--- config.mk ---
export PLATFORM = sky130hd
export DESIGN_NAME = stopwatch_ctrl_flat
export DESIGN_NICKNAME = d
export VERILOG_FILES = /design/src/rtl/stopwatch_ctrl_if.sv /design/src/rtl/stopwatch_ctrl.sv /design/src/flat_wrapper.sv
export SDC_FILE = /design/constraint.sdc
export NUM_CORES = 1
export LEC_CHECK = 0
export ABC_CLOCK_PERIOD_IN_PS = 3000
export CORE_ASPECT_RATIO = 1.2
export CORE_UTILIZATION = 43
export DETAILED_ROUTE_END_ITERATION = 12
export GPL_TIMING_DRIVEN = 0
export SETUP_SLACK_MARGIN = 0.02
export SYNTH_ARGS = -nofsm -noshare
export SYNTH_HDL_FRONTEND = slang
export SYNTH_SLANG_ARGS = --single-unit
--- constraint.sdc ---
create_clock -name clk -period 3 [get_ports clk]
set_clock_uncertainty 0.05 [all_clocks]
set_input_delay 0.75 -clock clk [delete_from_list [all_inputs] [get_ports clk]]
set_output_delay 0.75 -clock clk [all_outputs]
set_load 0.02 [all_outputs]
--- src/rtl/stopwatch_ctrl_if.sv ---
// Signal bundle between the stopwatch controller, its buttons, the BCD counter datapath and the display.
// master = board/datapath side, slave = stopwatch_ctrl.
interface stopwatch_ctrl_if;
  logic       start_stop;
  logic       lap;
  logic       clear;
  logic [3:0] msb_in;
  logic [3:0] lsb_in;
  logic       tick;
  logic       cnt_clr;
  logic [3:0] disp_msb;
  logic [3:0] disp_lsb;
  logic       running;
  logic       lap_active;
  logic       overflow;

  modport master (
    output start_stop, lap, clear, msb_in, lsb_in,
    input  tick, cnt_clr, disp_msb, disp_lsb, running, lap_active, overflow
  );

  modport slave (
    input  start_stop, lap, clear, msb_in, lsb_in,
    output tick, cnt_clr, disp_msb, disp_lsb, running, lap_active, overflow
  );
endinterface

--- src/rtl/stopwatch_ctrl.sv ---
// Stopwatch control: button conditioning, run/pause/clear/done FSM, tick prescaler,
// lap-freeze display hold and stop-at-99.
module stopwatch_ctrl #(
  parameter int unsigned TICK_DIV   = 1000,
  parameter int unsigned DEB_CYCLES = 4
) (
  input logic             clk,
  input logic             rst_n,
  stopwatch_ctrl_if.slave bus
);

  localparam logic [23:0] PRESC_LAST = 24'(TICK_DIV - 1);
  localparam logic [7:0]  DEB_LAST   = 8'(DEB_CYCLES - 1);

  typedef enum logic [1:0] {IDLE, RUN, PAUSE, DONE} state_e;

  // Button index: 0 = start_stop, 1 = lap, 2 = clear
  logic [2:0] btn_raw;
  logic [2:0] sync1_q, sync2_q;
  logic [2:0] deb_lvl_q, deb_lvl_d;
  logic [2:0] ev_q, ev_d;
  logic [7:0] deb_cnt_q [3];
  logic [7:0] deb_cnt_d [3];

  state_e      state_q, state_d;
  logic [23:0] presc_q, presc_d;
  logic        lap_active_q, lap_active_d;
  logic [3:0]  lap_msb_q, lap_msb_d;
  logic [3:0]  lap_lsb_q, lap_lsb_d;
  logic        overflow_q, overflow_d;
  logic        tick_q, tick_d;
  logic        cnt_clr_q, cnt_clr_d;
  logic        running_q, running_d;
  logic [3:0]  disp_msb_q, disp_msb_d;
  logic [3:0]  disp_lsb_q, disp_lsb_d;

  logic act_clr, act_ss, act_lap;
  logic term_hit, digits_full;

  assign btn_raw = {bus.clear, bus.lap, bus.start_stop};

  // Counter tracks consecutive samples that disagree with the accepted level.
  always_comb begin
    for (int unsigned i = 0; i < 3; i++) begin
      deb_cnt_d[i] = deb_cnt_q[i];
      deb_lvl_d[i] = deb_lvl_q[i];
      ev_d[i]      = 1'b0;
      if (sync2_q[i] == deb_lvl_q[i]) begin
        deb_cnt_d[i] = '0;
      end else if (deb_cnt_q[i] == DEB_LAST) begin
        deb_cnt_d[i] = '0;
        deb_lvl_d[i] = sync2_q[i];
        ev_d[i]      = sync2_q[i];
      end else begin
        deb_cnt_d[i] = deb_cnt_q[i] + 8'd1;
      end
    end
  end

  // Only the highest-priority event that is legal in the current state acts.
  assign act_clr     = ev_q[2] && (state_q != RUN);
  assign act_ss      = ev_q[0] && !act_clr && (state_q != DONE);
  assign act_lap     = ev_q[1] && !act_clr && !act_ss;
  assign digits_full = ((bus.msb_in == 4'd9) && (bus.lsb_in == 4'd9)) ||
                       (bus.msb_in > 4'd9) || (bus.lsb_in > 4'd9);
  // A pause on the terminal cycle wins: prescaler holds and no tick is issued.
  assign term_hit    = (state_q == RUN) && !act_ss && (presc_q == PRESC_LAST);

  always_ff @(posedge clk or negedge rst_n) begin
    if (!rst_n) begin
      sync1_q      <= '0;
      sync2_q      <= '0;
      deb_lvl_q    <= '0;
      ev_q         <= '0;
      deb_cnt_q    <= '{default: '0};
      state_q      <= IDLE;
      presc_q      <= '0;
      lap_active_q <= 1'b0;
      lap_msb_q    <= '0;
      lap_lsb_q    <= '0;
      overflow_q   <= 1'b0;
      tick_q       <= 1'b0;
      cnt_clr_q    <= 1'b0;
      running_q    <= 1'b0;
      disp_msb_q   <= '0;
      disp_lsb_q   <= '0;
    end else begin
      sync1_q      <= btn_raw;
      sync2_q      <= sync1_q;
      deb_lvl_q    <= deb_lvl_d;
      ev_q         <= ev_d;
      deb_cnt_q    <= deb_cnt_d;
      state_q      <= state_d;
      presc_q      <= presc_d;
      lap_active_q <= lap_active_d;
      lap_msb_q    <= lap_msb_d;
      lap_lsb_q    <= lap_lsb_d;
      overflow_q   <= overflow_d;
      tick_q       <= tick_d;
      cnt_clr_q    <= cnt_clr_d;
      running_q    <= running_d;
      disp_msb_q   <= disp_msb_d;
      disp_lsb_q   <= disp_lsb_d;
    end
  end

  always_comb begin
    state_d = state_q;
    presc_d = presc_q;
    unique case (state_q)
      IDLE: begin
        if (act_ss) begin
          state_d = RUN;
          presc_d = '0;
        end
      end
      RUN: begin
        if (act_ss) begin
          state_d = PAUSE;
        end else if (term_hit) begin
          presc_d = '0;
          if (digits_full) state_d = DONE;
        end else begin
          presc_d = presc_q + 24'd1;
        end
      end
      PAUSE: begin
        if (act_clr) begin
          state_d = IDLE;
          presc_d = '0;
        end else if (act_ss) begin
          state_d = RUN;
        end
      end
      DONE: begin
        if (act_clr) begin
          state_d = IDLE;
          presc_d = '0;
        end
      end
      default: state_d = IDLE;
    endcase
  end

  always_comb begin
    tick_d       = term_hit && !digits_full;
    cnt_clr_d    = act_clr;
    running_d    = (state_d == RUN);
    overflow_d   = overflow_q;
    lap_active_d = lap_active_q;
    lap_msb_d    = lap_msb_q;
    lap_lsb_d    = lap_lsb_q;
    if (term_hit && digits_full) overflow_d = 1'b1;
    if (act_clr) begin
      overflow_d   = 1'b0;
      lap_active_d = 1'b0;
    end else if (act_lap) begin
      if (state_q == RUN) begin
        lap_active_d = !lap_active_q;
        if (!lap_active_q) begin
          lap_msb_d = bus.msb_in;
          lap_lsb_d = bus.lsb_in;
        end
      end else begin
        lap_active_d = 1'b0;
      end
    end
    disp_msb_d = lap_active_q ? lap_msb_q : bus.msb_in;
    disp_lsb_d = lap_active_q ? lap_lsb_q : bus.lsb_in;
  end

  assign bus.tick       = tick_q;
  assign bus.cnt_clr    = cnt_clr_q;
  assign bus.running    = running_q;
  assign bus.lap_active = lap_active_q;
  assign bus.overflow   = overflow_q;
  assign bus.disp_msb   = disp_msb_q;
  assign bus.disp_lsb   = disp_lsb_q;

endmodule

--- src/flat_wrapper.sv ---
// flat-port wrapper written by rule: the top's interface ports become plain ports
module stopwatch_ctrl_flat 
#(
  parameter int unsigned TICK_DIV   = 1000,
  parameter int unsigned DEB_CYCLES = 4
)
  (clk, rst_n, bus_start_stop, bus_lap, bus_clear, bus_msb_in, bus_lsb_in, bus_tick, bus_cnt_clr, bus_disp_msb, bus_disp_lsb, bus_running, bus_lap_active, bus_overflow);
  stopwatch_ctrl_if bus_i ();
  input logic clk;
  input logic rst_n;
  input wire logic [$bits(bus_i.start_stop)-1:0] bus_start_stop;
  input wire logic [$bits(bus_i.lap)-1:0] bus_lap;
  input wire logic [$bits(bus_i.clear)-1:0] bus_clear;
  input wire logic [$bits(bus_i.msb_in)-1:0] bus_msb_in;
  input wire logic [$bits(bus_i.lsb_in)-1:0] bus_lsb_in;
  output wire logic [$bits(bus_i.tick)-1:0] bus_tick;
  output wire logic [$bits(bus_i.cnt_clr)-1:0] bus_cnt_clr;
  output wire logic [$bits(bus_i.disp_msb)-1:0] bus_disp_msb;
  output wire logic [$bits(bus_i.disp_lsb)-1:0] bus_disp_lsb;
  output wire logic [$bits(bus_i.running)-1:0] bus_running;
  output wire logic [$bits(bus_i.lap_active)-1:0] bus_lap_active;
  output wire logic [$bits(bus_i.overflow)-1:0] bus_overflow;
  assign bus_i.start_stop = bus_start_stop;
  assign bus_i.lap = bus_lap;
  assign bus_i.clear = bus_clear;
  assign bus_i.msb_in = bus_msb_in;
  assign bus_i.lsb_in = bus_lsb_in;
  assign bus_tick = bus_i.tick;
  assign bus_cnt_clr = bus_i.cnt_clr;
  assign bus_disp_msb = bus_i.disp_msb;
  assign bus_disp_lsb = bus_i.disp_lsb;
  assign bus_running = bus_i.running;
  assign bus_lap_active = bus_i.lap_active;
  assign bus_overflow = bus_i.overflow;
  stopwatch_ctrl #(.TICK_DIV(TICK_DIV), .DEB_CYCLES(DEB_CYCLES)) u_core (.clk(clk), .rst_n(rst_n), .bus(bus_i));
endmodule
==> impl_metrics.csv, run 1 <==
group,metric,value,unit
finish,fin_cells,497,
synth,synth_cells,341,
die,rows,36,
finish,fin_nets,395,
route,routedWlPerCell,14.2,µm
finish,fillers,754,
global_routing,first_global_vias,2613,
finish,stdcell_area,4360,µm²
synth,synth_fp_nets,358,
clock_tree,ctsHoldBuffers,0,
route,vias,2588,
clock_tree,clock_path_buffers,2,
synth,synthArstFlopShare,1.00,
job,drv_cap,0,
finish,drive_gt1_frac,0.128,
die,fp.dieH,104,µm
placement,dpl_cell_area,4140,µm²
sta,fin_crit_sh,0.859,
placement,gp_congestion,0.759,
placement,place_ws,0.468,ns
clock_tree,cts_tree,"done",
finish,area.growth.synth_to_final,17.1,%
global_routing,track_usage,0.176,
synth,synth_edf_count,0,
sta,hold_viol_final,0,
synth,ys_ff_latch,83,
clock_tree,clk_pin_slew,0.08,ns
synth,avgSynthCellArea,10.9,µm²
synth,synthesis.area,3720,µm²
route,finalWirelength,7050,µm
worst_setup_path,cp.arrival,2.77,ns
worst_setup_path,path_max_fanout,10,
synth,yosysSeqAreaShare,0.558,
route,detail_route.iter0.violations,81,
route,first_pass_iters,4,
sta,setup-violations-final,0,
clock_tree,cts-root-buf,"clkbuf_8",
run_status,outcome,"completed",
synth,synth_top_area_frac,0.558,
die,start_util,0.452,
synth,synthFlopType,"dfrtp_1",
finish,regArea,2080,µm²
sta,slew_headroom,0.347,
power_and_ir_drop,p_comb_frac,0.223,
sta,drv_slew,0,
die,core,8240,µm²
clock_tree,cts_buffers,9,
sta,worst_pin_slew,0.972,ns
route,vias_per_cell,5.21,
synth,synth_area_leaders,"dfrtp_1, mux2_2, xnor2_1, nor2_1, xor2_1",
power_and_ir_drop,intPower,0.00196,W
clock_tree,cts.sinks,83,
power_and_ir_drop,switching_share,0.309,
placement,place_inst,481,
power_and_ir_drop,leakage,1.91,nW
placement,portBuffers,25,
power_and_ir_drop,p_sw,0.000880,W
power_and_ir_drop,max-vdd-ir-drop,0.422,mV
route,drtAntennaViolNets,0,
die,ioPinCount,26,
synth,yosys.area.top_type,"dfrtp_1",
sta,rsz0062_at_grt,"false",
route,drc_errors,0,
global_routing,grt_pass1_wl,12300,µm
power_and_ir_drop,power_frac_seq,0.482,
global_routing,antenna_found_initial,0,
worst_setup_path,end_kind,"register",
worst_hold_path,hp-class,"primary input to async pin",
finish,antennaDiodeCount,0,
clock_tree,htree_levels,3,
global_routing,grt_max_degree,46,
die,die_w,87.0,µm
power_and_ir_drop,power_density,652,nW/µm²
sta,final.setup.worst_slack,0.423,ns
power_and_ir_drop,p_total,0.00284,W
worst_setup_path,crit_required,3.19,ns
clock_tree,cts_setup_buffers,0,
finish,multiInputGateArea,1610,µm²
sta,timing.hold.ws,0.306,ns
worst_setup_path,path_class,"register to register",
clock_tree,insertion_delay,0.36,ns
power_and_ir_drop,pwr-share-clk,0.294,
sta,fmax,0.388,GHz
global_routing,gr-total-overflow,0,
worst_setup_path,start_kind,"register",
sta,post-route-min-period,2.58,ns
synth,yosys_warnings,0,
die,dieArea,9040,µm²
synth,synth_cell_types,41,
placement,dpl.hpwl,5010,µm
clock_tree,cts_resized,0,
[kinds of logic after synthesis]
family          share of synthesized area
mux                                0.0574
fa+ha+maj                          0.0134
simple gates                        0.224
buf+inv                            0.0131
flops                               0.558
xor+xnor                           0.0870
compound gates                     0.0474
[cell type report]
class | count | share of cell area
Buffer | 7 | 0.00688
Clock buffer | 11 | 0.0347
Clock inverter | 5 | 0.0141
Inverter | 5 | 0.00430
Multi-Input combinational cell | 246 | 0.368
Sequential cell | 83 | 0.476
Tap cell | 114 | 0.0327
Timing Repair Buffer | 26 | 0.0631
[flip-flops by register name (all words and copies together), names as in the netlist]
register and cells:
u_core.ev_q 3, u_core.lap_lsb_q 4, u_core.bus.running 1, u_core.deb_lvl_q 3, u_core.bus.overflow 1, u_core.deb_cnt_q 24, u_core.sync2_q 3, u_core.bus.lap_active 1
u_core.bus.disp_msb 4, u_core.lap_msb_q 4, u_core.state_q 2, u_core.sync1_q 3, u_core.bus.disp_lsb 4, u_core.presc_q 24, u_core.bus.tick 1, u_core.bus.cnt_clr 1
[synthesized netlist by cell type (6+ instances only)]
cell type	n
and2_1	6
and3_1	10
dfrtp_1	83
mux2_2	19
nand2_1	17
nand3_1	19
nor2_1	48
nor3_1	16
nor4_1	6
o21ai_0	15
xnor2_1	21
xor2_1	16
[stage by stage]
step	setup TNS (ns)	util
finish	0	0.529
global route	0	0.529
CTS	0	0.528
detailed placement	0	0.503
global placement	-156.64	0.500
floorplan	0	-
[power by group through the flow]
| stage | clock [W] | sequential, W | combinational (W) |
|---|---|---|---|
| 6_report | 0.000837 | 0.00137 | 0.000635 |
| 3_3_place_gp | 0 | 0.00139 | 0.000632 |
| 3_5_place_dp | 0 | 0.00139 | 0.000648 |
| 2_1_floorplan | 0 | 0.00142 | 0.000379 |
| 4_1_cts | 0.000865 | 0.00137 | 0.000651 |
| 5_1_grt | 0.000917 | 0.00139 | 0.000714 |
[worst max-delay path: stages, from the launching register on]
cell	delay [ns]
dfrtp_1	0.47
or4_1	0.57
nor4_1	0.48
a21o_1	0.25
nor2b_1	0.26
buf_2	0.29
nor2_1	0.08
[path summary, 6_finish.rpt]
| kind | from | end | slack (ns) | cells after the start |
|---|---|---|---|---|
| hold reg to reg | u_core.sync1_q[2] | u_core.sync2_q[2] | 0.31 | 0 |
| min in group clk | u_core.sync1_q[2] | u_core.sync2_q[2] | 0.31 | 0 |
| setup reg to reg | u_core.presc_q[10] | u_core.presc_q[5] | 0.42 | 6 |
| max in group asynchronous | rst_n | u_core.bus.disp_msb[2] | 2.00 | 2 |
| setup / recovery | u_core.presc_q[10] | u_core.presc_q[5] | 0.42 | 6 |
| hold / removal | rst_n | u_core.deb_cnt_q[12] | 0.31 | 1 |
[metal layers]
layer / GRT usage / routed length (µm) / vias up
met2: 0.282 / 3530 / 35
met4: 0.0560 / 110 / 0
met1: 0.224 / 3140 / 1283
met3: 0.0579 / 271 / 10
met5: 0 / 0 / -
li1: - / - / 1260
[cells in the final DEF, fill, tap and decap left out, types with 2 or more instances in the layout]
cell	Yosys	final
a21o_1	2	2
o21ai_0	15	15
nor4_1	6	6
nor2b_1	5	5
nor3_1	16	16
clkdlybuf4s50_1	0	24
and2_1	6	6
inv_1	5	5
or4_1	4	4
and3_1	10	10
nor3b_1	5	5
ha_1	4	4
nor2_1	48	48
clkinv_4	0	3
nand2b_1	2	2
clkbuf_8	0	11
a21oi_1	4	4
buf_2	2	2
dfrtp_1	83	83
xnor2_1	21	21
and4_1	2	2
or3_1	3	3
nand4_1	5	5
mux2_2	19	19
clkbuf_1	4	4
nand2_1	17	17
nor4b_1	3	3
nand3_1	19	19
xor2_1	16	16
(Power assumes the default switching activity.)
==> inputs of run 2 (changes only) <==
Settings changed: SLEW_MARGIN set to 10.
==> run 2 against run 1 <==
Against the previous run:
- total power is 0.57% higher
- core utilization hardly changed
- design area hardly changed
==> impl_metrics.csv, run 2 (synthesis results as in run 1) <==
group,metric,value,unit
route,drc_errors,0,
finish,fillers,733,
global_routing,grt_max_degree,46,
clock_tree,cts_tree,"done",
finish,regArea,2080,µm²
worst_setup_path,r2r-end,"u_core.presc_q[4]",
finish,antennaDiodeCount,0,
finish,mostFrequentLayoutCells,"dfrtp_1, nor2_1, clkdlybuf4s50_1",
die,die_w,87.0,µm
worst_setup_path,reg2regPathDepth,6,
sta,hold_viol_final,0,
sta,fmax,0.395,GHz
die,ioPinCount,26,
worst_setup_path,crit_required,3.18,ns
die,fp.dieH,104,µm
global_routing,antenna_found_initial,0,
route,vias_per_cell,5.16,
power_and_ir_drop,max-vdd-ir-drop,0.423,mV
clock_tree,clk_pin_slew,0.08,ns
sta,rsz0062_at_grt,"false",
route,vias,2563,
sta,drv_slew,0,
placement,dpl.hpwl,5000,µm
route,routedWlPerCell,14.4,µm
worst_hold_path,min-delay-start,"u_core.sync1_q[1]",
worst_setup_path,r2r_start,"u_core.presc_q[12]",
worst_hold_path,hp-class,"register to register",
sta,post-route-min-period,2.53,ns
clock_tree,cts-root-buf,"clkbuf_8",
worst_setup_path,end_kind,"register",
finish,multiInputGateArea,1610,µm²
route,first_pass_iters,4,
worst_setup_path,start_kind,"register",
worst_setup_path,path_max_fanout,10,
clock_tree,ctsHoldBuffers,0,
placement,portBuffers,25,
finish,mostFrequentLayoutCell,"dfrtp_1",
clock_tree,cts_resized,0,
worst_setup_path,critPathLaunch,"u_core.presc_q[12]",
die,rows,36,
die,start_util,0.452,
sta,fin_crit_sh,0.845,
power_and_ir_drop,p_total,0.00286,W
worst_setup_path,cp.arrival,2.72,ns
worst_hold_path,worstHoldEndpoint,"u_core.sync2_q[1]",
clock_tree,cts.sinks,83,
die,dieArea,9040,µm²
placement,place_ws,0.483,ns
worst_setup_path,path_class,"register to register",
power_and_ir_drop,power_density,656,nW/µm²
finish,area.growth.synth_to_final,17.0,%
route,finalWirelength,7160,µm
global_routing,use_met1,0.223,
global_routing,grt_pass1_wl,12400,µm
power_and_ir_drop,leakage,1.90,nW
clock_tree,clock_path_buffers,2,
route,drtAntennaViolNets,0,
clock_tree,cts_buffers,9,
global_routing,gr-total-overflow,0,
worst_setup_path,reg2reg_slack,0.47,ns
global_routing,first_global_vias,2640,
sta,worst_pin_slew,0.982,ns
sta,slew_headroom,0.340,
clock_tree,insertion_delay,0.35,ns
finish,reg_top3,"u_core.deb_cnt_q x24, u_core.presc_q x24",
placement,gp_congestion,0.759,
global_routing,gr-usage-met2,0.295,
global_routing,met3_usage,0.0476,
sta,final.setup.worst_slack,0.465,ns
global_routing,track_usage,0.179,
finish,fin_nets,395,
die,core,8240,µm²
sta,setup-violations-final,0,
global_routing,grt-busiest-layer,"met2",
clock_tree,cts_setup_buffers,0,
clock_tree,htree_levels,3,
job,drv_cap,0,
route,detail_route.iter0.violations,69,
run_status,outcome,"completed",
worst_hold_path,hold_depth,0,
finish,drive_gt1_frac,0.123,
run 2: changes by cell type in the layout (fill, tap and decap cells not counted), sizes merged:
cell / delta
bufinv: +1
clkinv: -2
clkinvlp: +1
run 2: cell type report:
type / count / area share
repair buffers: 26 / 0.0631
inverters: 5 / 0.00431
plain buffers: 7 / 0.00689
well taps: 114 / 0.0327
clock buffers: 11 / 0.0301
flip-flops and latches: 83 / 0.476
multi-input cells: 246 / 0.369
clock inverters: 5 / 0.0178
run 2: worst max-delay path by stage:
stage,endpoint,slack [ns]
floorplan,u_core.presc_q[23],0.84
global placement,u_core.lap_lsb_q[0],-1.89
detailed placement,u_core.presc_q[4],0.48
CTS,u_core.presc_q[4],0.47
global route,u_core.presc_q[17],0.23
finish,u_core.presc_q[4],0.47
run 2: worst max-delay path: stages, from the launching register on:
cell and delay, ns:
dfrtp_1 0.44, or4_1 0.54, nor4_1 0.52, a21o_1 0.25, nor2b_1 0.25, buf_2 0.28
nor2_1 0.08
run 2: through the flow:
step                      hold slack, ns  setup TNS [ns]  utilization  instances  instance area (µm²)
after floorplan                    0.281               0            -        341                 3720
after global placement             0.283         -156.64        0.500        480                 4120
after detailed placement           0.291               0        0.503        481                 4150
after CTS                          0.309               0        0.529        497                 4360
after global routing               0.334               0        0.529        497                 4360
final                              0.308               0        0.529        497                 4360
run 2: where the power goes:
group	leakage, nW	total [W]	internal [W]	switching, W
Clock	0.103	0.000853	0.000467	0.000386
Sequential	1.11	0.00137	0.00126	0.000112
Combinational	0.693	0.000636	0.000271	0.000365
Total	1.90	0.00286	0.00200	0.000863
run 2: per-layer routing:
metal / vias up / routed length [µm]
li1: 1259 / -
met1: 1269 / 3190
met2: 27 / 3630
met3: 8 / 231
met4: 0 / 106
met5: - / 0
